`src/rtl/vga_timing_gen.sv`:
```
// vga_timing_gen: 640x480@60 VGA raster timing generator.
// Produces pixel coordinates, syncs, a visible-region flag, a frame-start strobe
// and a free-running animation-step index for the sprite renderers.
//   vga_clk     pixel clock
//   reset_n     asynchronous active-low reset
//   anim_en     1 = animation index advances on frame starts, 0 = holds
//   DrawX/DrawY current pixel column / line (the raster counters themselves)
//   hs/vs       active-low horizontal / vertical sync
//   blank       1 = visible region, 0 = blanked
//   frame_start one-cycle pulse at pixel (0,0) reached by wrapping
//   anim_frame  animation step index, updated the cycle after frame_start
module vga_timing_gen #(
  parameter int unsigned H_VISIBLE       = 640,
  parameter int unsigned H_FP            = 16,
  parameter int unsigned H_SYNC          = 96,
  parameter int unsigned H_BP            = 48,
  parameter int unsigned V_VISIBLE       = 480,
  parameter int unsigned V_FP            = 10,
  parameter int unsigned V_SYNC          = 2,
  parameter int unsigned V_BP            = 33,
  parameter int unsigned FRAMES_PER_STEP = 8,
  parameter int unsigned ANIM_BITS       = 2
) (
  input  logic                 vga_clk,
  input  logic                 reset_n,
  input  logic                 anim_en,
  output logic [9:0]           DrawX,
  output logic [9:0]           DrawY,
  output logic                 hs,
  output logic                 vs,
  output logic                 blank,
  output logic                 frame_start,
  output logic [ANIM_BITS-1:0] anim_frame
);

  localparam int unsigned CNT_W   = 10;
  localparam int unsigned H_TOTAL = H_VISIBLE + H_FP + H_SYNC + H_BP;
  localparam int unsigned V_TOTAL = V_VISIBLE + V_FP + V_SYNC + V_BP;
  localparam int unsigned STEP_W  = (FRAMES_PER_STEP > 1) ? $clog2(FRAMES_PER_STEP) : 1;

  localparam logic [CNT_W-1:0] H_LAST       = CNT_W'(H_TOTAL - 1);
  localparam logic [CNT_W-1:0] V_LAST       = CNT_W'(V_TOTAL - 1);
  localparam logic [CNT_W-1:0] H_VIS_END    = CNT_W'(H_VISIBLE);
  localparam logic [CNT_W-1:0] V_VIS_END    = CNT_W'(V_VISIBLE);
  localparam logic [CNT_W-1:0] H_SYNC_START = CNT_W'(H_VISIBLE + H_FP);
  localparam logic [CNT_W-1:0] H_SYNC_END   = CNT_W'(H_VISIBLE + H_FP + H_SYNC);
  localparam logic [CNT_W-1:0] V_SYNC_START = CNT_W'(V_VISIBLE + V_FP);
  localparam logic [CNT_W-1:0] V_SYNC_END   = CNT_W'(V_VISIBLE + V_FP + V_SYNC);
  localparam logic [STEP_W-1:0] STEP_LAST   = STEP_W'(FRAMES_PER_STEP - 1);

  logic              h_wrap;
  logic              v_wrap;
  logic [CNT_W-1:0]  h_nxt;
  logic [CNT_W-1:0]  v_nxt;
  logic [STEP_W-1:0] step_cnt;

  // Next raster position; the vertical counter only moves on the line wrap.
  always_comb begin
    h_wrap = (DrawX == H_LAST);
    v_wrap = (DrawY == V_LAST);
    h_nxt  = h_wrap ? '0 : DrawX + CNT_W'(1);
    v_nxt  = DrawY;
    if (h_wrap) begin
      v_nxt = v_wrap ? '0 : DrawY + CNT_W'(1);
    end
  end

  // Raster counters plus decodes taken from the next position, so each decoded
  // flag lines up with the coordinate registered on the same edge.
  always_ff @(posedge vga_clk or negedge reset_n) begin
    if (!reset_n) begin
      DrawX       <= '0;
      DrawY       <= '0;
      hs          <= 1'b1;
      vs          <= 1'b1;
      blank       <= 1'b0;
      frame_start <= 1'b0;
    end else begin
      DrawX       <= h_nxt;
      DrawY       <= v_nxt;
      hs          <= !((h_nxt >= H_SYNC_START) && (h_nxt < H_SYNC_END));
      vs          <= !((v_nxt >= V_SYNC_START) && (v_nxt < V_SYNC_END));
      blank       <= (h_nxt < H_VIS_END) && (v_nxt < V_VIS_END);
      // Only a genuine wrap counts; the post-reset origin never strobes.
      frame_start <= h_wrap && v_wrap;
    end
  end

  // Animation step: counts enabled frame starts, bumps anim_frame every
  // FRAMES_PER_STEP of them. Updates land the cycle after frame_start.
  always_ff @(posedge vga_clk or negedge reset_n) begin
    if (!reset_n) begin
      step_cnt   <= '0;
      anim_frame <= '0;
    end else if (frame_start && anim_en) begin
      if (step_cnt == STEP_LAST) begin
        step_cnt   <= '0;
        anim_frame <= anim_frame + ANIM_BITS'(1);
      end else begin
        step_cnt   <= step_cnt + STEP_W'(1);
      end
    end
  end

endmodule

```
`config.mk`:
```
export PLATFORM = sky130hd
export DESIGN_NAME = vga_timing_gen
export DESIGN_NICKNAME = d
export VERILOG_FILES = /design/src/rtl/vga_timing_gen.sv
export SDC_FILE = /design/constraint.sdc
export NUM_CORES = 1
export LEC_CHECK = 0
export BUFFER_PORTS_ARGS = -buffer_cell sky130_fd_sc_hd__buf_4
export CORE_ASPECT_RATIO = 1.75
export CORE_MARGIN = 3
export CORE_UTILIZATION = 49
export DETAILED_ROUTE_END_ITERATION = 8
export PLACE_DENSITY = 0.83
export SKIP_CTS_REPAIR_TIMING = 1
export SLEW_MARGIN = 20
export SYNTH_ARGS = -nofsm -noshare
export SYNTH_HDL_FRONTEND = slang
export SYNTH_SLANG_ARGS = --single-unit
```
`constraint.sdc`:
```
create_clock -name vga_clk -period 1.98 [get_ports vga_clk]
set_input_delay 0.495 -clock vga_clk [delete_from_list [all_inputs] [get_ports vga_clk]]
set_output_delay 0.495 -clock vga_clk [all_outputs]
set_load 0.02 [all_outputs]
```
==> metrics.cfg, run 1 <==
[outcome]
outcome=completed

[logic_synthesis]
ys_dominant_reg_cell=dfrtp_1
synth_compound_area_share_pct=13.0
synth_seq_cells=29
synth_fp_nets=167
synth_area_leaders=dfrtp_1 43%, xnor2_1 4.4%, ha_1 4.0%, dfstp_2 3.3%, nand2_1 3.3%
synth_cells=159
synth.top_cell.area_share_pct=42.7
synth_fa_ha_area_share_pct=3.95
yosysSeqAreaShare_pct=46.0
synth_edf_count=0
syn-cell-area_um2=1580
syn_area_per_cell_um2=9.95
synth_xor_area_share_pct=6.09
synth_top_family_by_area=simple AND/OR/NAND/NOR gates
ys_types=45
async_reset_ff_share_pct=100
yosysWarnings=0
synthMuxAreaShare_pct=1.42
synthSimpleGateAreaFrac_pct=26.0
yosys.area.top_type=dfrtp_1

[clocking]
cts_tree=built
clockBufferDepth=2
path_clk_slew_ns=0.06
worstSkewPairLatency_ns=0.28
cts.sinks=29
htree_levels=2
cts_made_buffers=5
root_buffer=clkbuf_8

[floorplanning]
dieArea_um2=3970
rows=26
die_height_um=81.2
die_width_um=49.0
core_area_um2=2990
start_util_pct=52.9
io_pins=29

[grt]
use_met2_pct=41.3
grt_usage_pct=21.7
use_met1_pct=21.0
antenna_found_initial=0
grt_max_degree=30
grt_pass1_vias=1447
grt_pass1_wl_mm=6.51
met3_usage_pct=4.77
grt_busiest_layer=met2
gr-total-overflow=0

[worst_setup_path]
slowest_stage=or4b_4
crit_required_ns=2.17
crit_type=register to register
end_kind=register
crit_chain=inv_1 > ha_1 > nand2_1 > or4b_4 > nor2_1 > a21oi_1 > a211oi_2
slowest_delay_ns=0.53
cp-start-kind=register
cp.arrival_ns=2.10
path_max_fanout=7

[layout]
finish.utilization_pct=68.0
synthToLayoutAreaGrowth_pct=28.6
diodes=0
fin_nets=211
final_area_um2=2040
final_common_cell=buf_4
final_cell_mix=44 x buf_4, 24 x dfrtp_1, 14 x nand2_1
drive_gt1_share_pct=34.8

[pwr]
vdd_drop_max_v=0.000530
cellLeakagePower_nw=0.908
p_per_area_nw_per_um2=524

[drt]
viasPerCell=5.67
drc=0
dr.pass1.iters=4
drtIter0Drc=36
ant_nets=0
drt-total-wl_mm=3.94
wl_per_cell_um=16.0
routed-via-count=1394

[sta]
fmax_ghz=0.523
setup_viol=0
fin_crit_sh_pct=96.5
drv_slew=0
tightestPinTransition_ns=0.428
skew_ns=0.00515
rsz0062_at_grt=false
hold_viol_final=0
min_period_ns=1.91
tns_ns=0
slew_headroom_pct=70.7
hold_slack_ns=0.129

[placement]
place_congestion=0.920
place_area_um2=1920
portBuffers=28
place_hpwl_mm=2.97

[hold_path]
hold_path.class=input pin to asynchronous set/reset pin

[job]
cap_viol_max_count=0

==> registers in the layout, summed over array words and instances (netlist names) <==
signal,cells
hs,1
blank,1
anim_frame,2
step_cnt,3
DrawX,10
vs,1
DrawY,10
frame_start,1
==> metrics by stage <==
stage | std cells | total power, mW | worst slack (ns)
after floorplan | 159 | 0.604 | 0.0132
after global placement | 237 | 0.618 | 0.0461
after detailed placement | 237 | 0.619 | -0.0423
after CTS | 245 | 1.09 | -0.0535
after global routing | 246 | 1.12 | 0.00600
final | 246 | 1.07 | 0.0688
==> cells by family after synthesis <==
family | Yosys count
flip-flops | 29
AND/OR/NAND/NOR | 70
AO/OA/AOI/OAI | 30
adder cells (fa/ha/maj) | 5
buffers and inverters | 12
XOR/XNOR | 11
multiplexers | 2
==> worst paths after layout <==
check,startpoint,end,slack [ns],depth (start not counted)
max in group asynchronous,reset_n,hs,1.54,1
setup reg to reg,DrawY[0],blank,0.07,7
hold reg to reg,anim_frame[1],anim_frame[1],0.48,1
hold / removal,reset_n,step_cnt[1],0.13,1
setup / recovery,DrawY[0],blank,0.07,7
min in group vga_clk,anim_frame[1],anim_frame[1],0.48,1
==> critical path, delay by kind of cell, from the launching register on <==
family | cells | cell delay, ns
buffers and inverters | 1 | 0.14
AND/OR/NAND/NOR | 3 | 0.76
flip-flops | 1 | 0.44
adder cells (fa/ha/maj) | 1 | 0.18
AO/OA/AOI/OAI | 2 | 0.29
==> Yosys cell counts, drive strengths merged (2+ instances only) <==
cell and number:
nand3 11, dfrtp 27, o31ai 2, dfstp 2, nand2 14, nor4 3
nor3 5, nor2 10, ha 5, mux2 2, xnor2 8, xor2 3
and2 2, o21ai 7, a21o 3, inv 5, and4 3, clkbuf 3
buf 4, nand4b 2, and3 4, nor2b 2, nand4 6, a21oi 8
==> layout make-up <==
class	count	area, um2
clock inverter	2	10.0
tap	42	52.6
sequential	29	732
inverter	5	18.8
clock buffer	6	72.6
fill	252	957
multi-input combinational	118	820
timing repair buffer	44	330
==> metal layers <==
layer / part of all wire [%] / wire (um) / up-vias
li1: - / - / 662
met1: 36 / 1410 / 674
met2: 57 / 2250 / 48
met3: 4.7 / 187 / 10
met4: 2.4 / 95 / 0
met5: 0 / 0 / -
==> report_power, final <==
| part | leakage (nW) | total [mW] | internal, mW | switching (mW) |
|---|---|---|---|---|
| Clock | 0.0450 | 0.460 | 0.243 | 0.217 |
| Combinational | 0.488 | 0.0143 | 0.00263 | 0.0117 |
| Sequential | 0.375 | 0.593 | 0.593 | 0 |
Note: power is estimated with default switching activity, not from simulation.
==> run 2: changes to the inputs <==
Settings changed: CORE_UTILIZATION 49 to 40, PLACE_DENSITY 0.83 to 0.72.
==> metrics.cfg, run 2 (synthesized netlist as in run 1, its figures left out) <==
[layout]
synthToLayoutAreaGrowth_pct=29.0
final_common_cell=buf_4
top_regs=DrawX (10), DrawY (10), step_cnt (3)
final_area_um2=2040  ; +0.31%
final_cell_mix=43 x buf_4, 24 x dfrtp_1, 14 x nand2_1
drive_gt1_share_pct=34.5  ; -0.32 points
diodes=0  ; unchanged
fin_nets=210  ; -0.47%

[worst_setup_path]
critPathTopFamily=simple AND/OR/NAND/NOR gates
path_max_fanout=7  ; unchanged
end_kind=register
crit_required_ns=2.19  ; +0.02 ns
r2r_end=vs
slowest_stage=or4b_4
r2r-start=DrawY[0]
slowest_delay_ns=0.54  ; about the same
crit_type=register to register
cp-start-kind=register
r2r_cells=7  ; unchanged
cp.arrival_ns=2.08  ; -0.02 ns
crit_buf_inv=1  ; unchanged
crit_chain=inv_1 > ha_1 > nand2_1 > or4b_4 > a21o_1 > o2bb2ai_1 > nand4b_1
ff2ff_setup_slack_ns=0.11  ; +0.05 ns

[drt]
wl_per_cell_um=15.1  ; -5.8%
drc=0  ; unchanged
viasPerCell=5.57  ; -1.7%
wl_met1_mm=1.45  ; +3.0%
drt-total-wl_mm=3.76  ; -4.7%
ant_nets=0  ; unchanged
highest_layer=met4
routed-via-count=1387  ; -0.50%
drtIter0Drc=24  ; -33%
dr.pass1.iters=4  ; unchanged
wl_met3_um=171  ; -8.6%
met2_wirelength_mm=2.04  ; -9.2%

[clocking]
root_buffer=clkbuf_8
path_clk_slew_ns=0.06  ; about the same
worstSkewPairLatency_ns=0.28  ; about the same
cts.sinks=29  ; unchanged
clockBufferDepth=2  ; unchanged
cts_made_buffers=5  ; unchanged
cts_tree=built
htree_levels=2  ; unchanged

[grt]
antenna_found_initial=0  ; unchanged
gr-total-overflow=0  ; unchanged
grt_usage_pct=18.7  ; -3.1 points
grt_pass1_wl_mm=6.42  ; -1.5%
grt_pass1_vias=1424  ; -1.6%
grt_max_degree=30  ; unchanged

[placement]
portBuffers=28  ; unchanged
place_congestion=0.943  ; +2.5%
place_hpwl_mm=2.84  ; -4.4%
place_area_um2=1920  ; -0.13%

[sta]
hold_viol_final=0  ; unchanged
setup_viol=0  ; unchanged
drv_slew=0  ; unchanged
rsz0062_at_grt=false
skew_ns=0.00242  ; -0.00272 ns
min_period_ns=1.87  ; -0.0455 ns
slew_headroom_pct=73.2  ; +2.5 points
tightestPinTransition_ns=0.400  ; -0.0280 ns
tns_ns=0  ; unchanged
fmax_ghz=0.536  ; +2.4%
fin_crit_sh_pct=94.2  ; -2.3 points

[job]
cap_viol_max_count=0  ; unchanged

[floorplanning]
die_width_um=53.6  ; +9.4%
start_util_pct=42.8  ; -10 points
die_height_um=89.2  ; +9.9%
dieArea_um2=4780  ; +20%
io_pins=29  ; unchanged
rows=29  ; +12%
core_area_um2=3700  ; +24%

[pwr]
p_per_area_nw_per_um2=537  ; +2.5%
cellLeakagePower_nw=0.904  ; -0.43%
vdd_drop_max_v=0.000367  ; -31%

[hold_path]
hold_path.class=input pin to asynchronous set/reset pin

[outcome]
outcome=completed

run 2: how the worst max path moves through the flow:
stage	from	cells past startpoint	to	slack, ns
finish	DrawY[0]	7	vs	0.11
global route	DrawY[0]	7	vs	0.004
CTS	DrawX[0]	6	blank	0.002
detailed placement	DrawX[0]	6	blank	0.02
global placement	DrawY[0]	7	vs	0.07
floorplan	DrawX[7]	6	blank	0.01
run 2: routing by layer:
layer  global-route usage (%)  up-vias
met5                        0        -
met4                     9.77        0
met3                     4.84       10
met2                     33.4       37
met1                     19.2      675
li1                         -      665
run 2: layout make-up:
cell class                 count  area, um2
fill                         345       1660
multi-input combinational    118        821
tap                           46       57.6
clock buffer                   8       90.1
sequential                    29        732
inverter                       5       18.8
timing repair buffer          43        323
run 2: report_power, final:
part           switching (mW)  leakage [nW]  total [mW]  internal, mW
Combinational          0.0118         0.483      0.0144       0.00263
Sequential                  0         0.375       0.593         0.593
Clock                   0.207        0.0455       0.490         0.283
Total                   0.219         0.904        1.10         0.878
run 2: per-stage QoR:
stage | setup slack (ns) | std cells | total power, mW | hold WS (ns) | util (%)
2_1_floorplan | 0.0132 | 159 | 0.604 | 0.199 | -
3_3_place_gp | 0.0747 | 240 | 0.618 | 0.432 | 51.9
3_5_place_dp | 0.0240 | 240 | 0.619 | 0.445 | 51.9
4_1_cts | 0.00177 | 248 | 1.11 | 0.141 | 54.4
5_1_grt | 0.00426 | 249 | 1.14 | 0.149 | 55.2
6_report | 0.114 | 249 | 1.10 | 0.130 | 55.2
run 2: worst register-to-register path: stages (launching register included):
cell and delay (ns):
dfrtp_1 0.44, inv_1 0.14, ha_1 0.17, nand2_1 0.05, or4b_4 0.54, a21o_1 0.22, o2bb2ai_1 0.13, nand4b_1 0.11
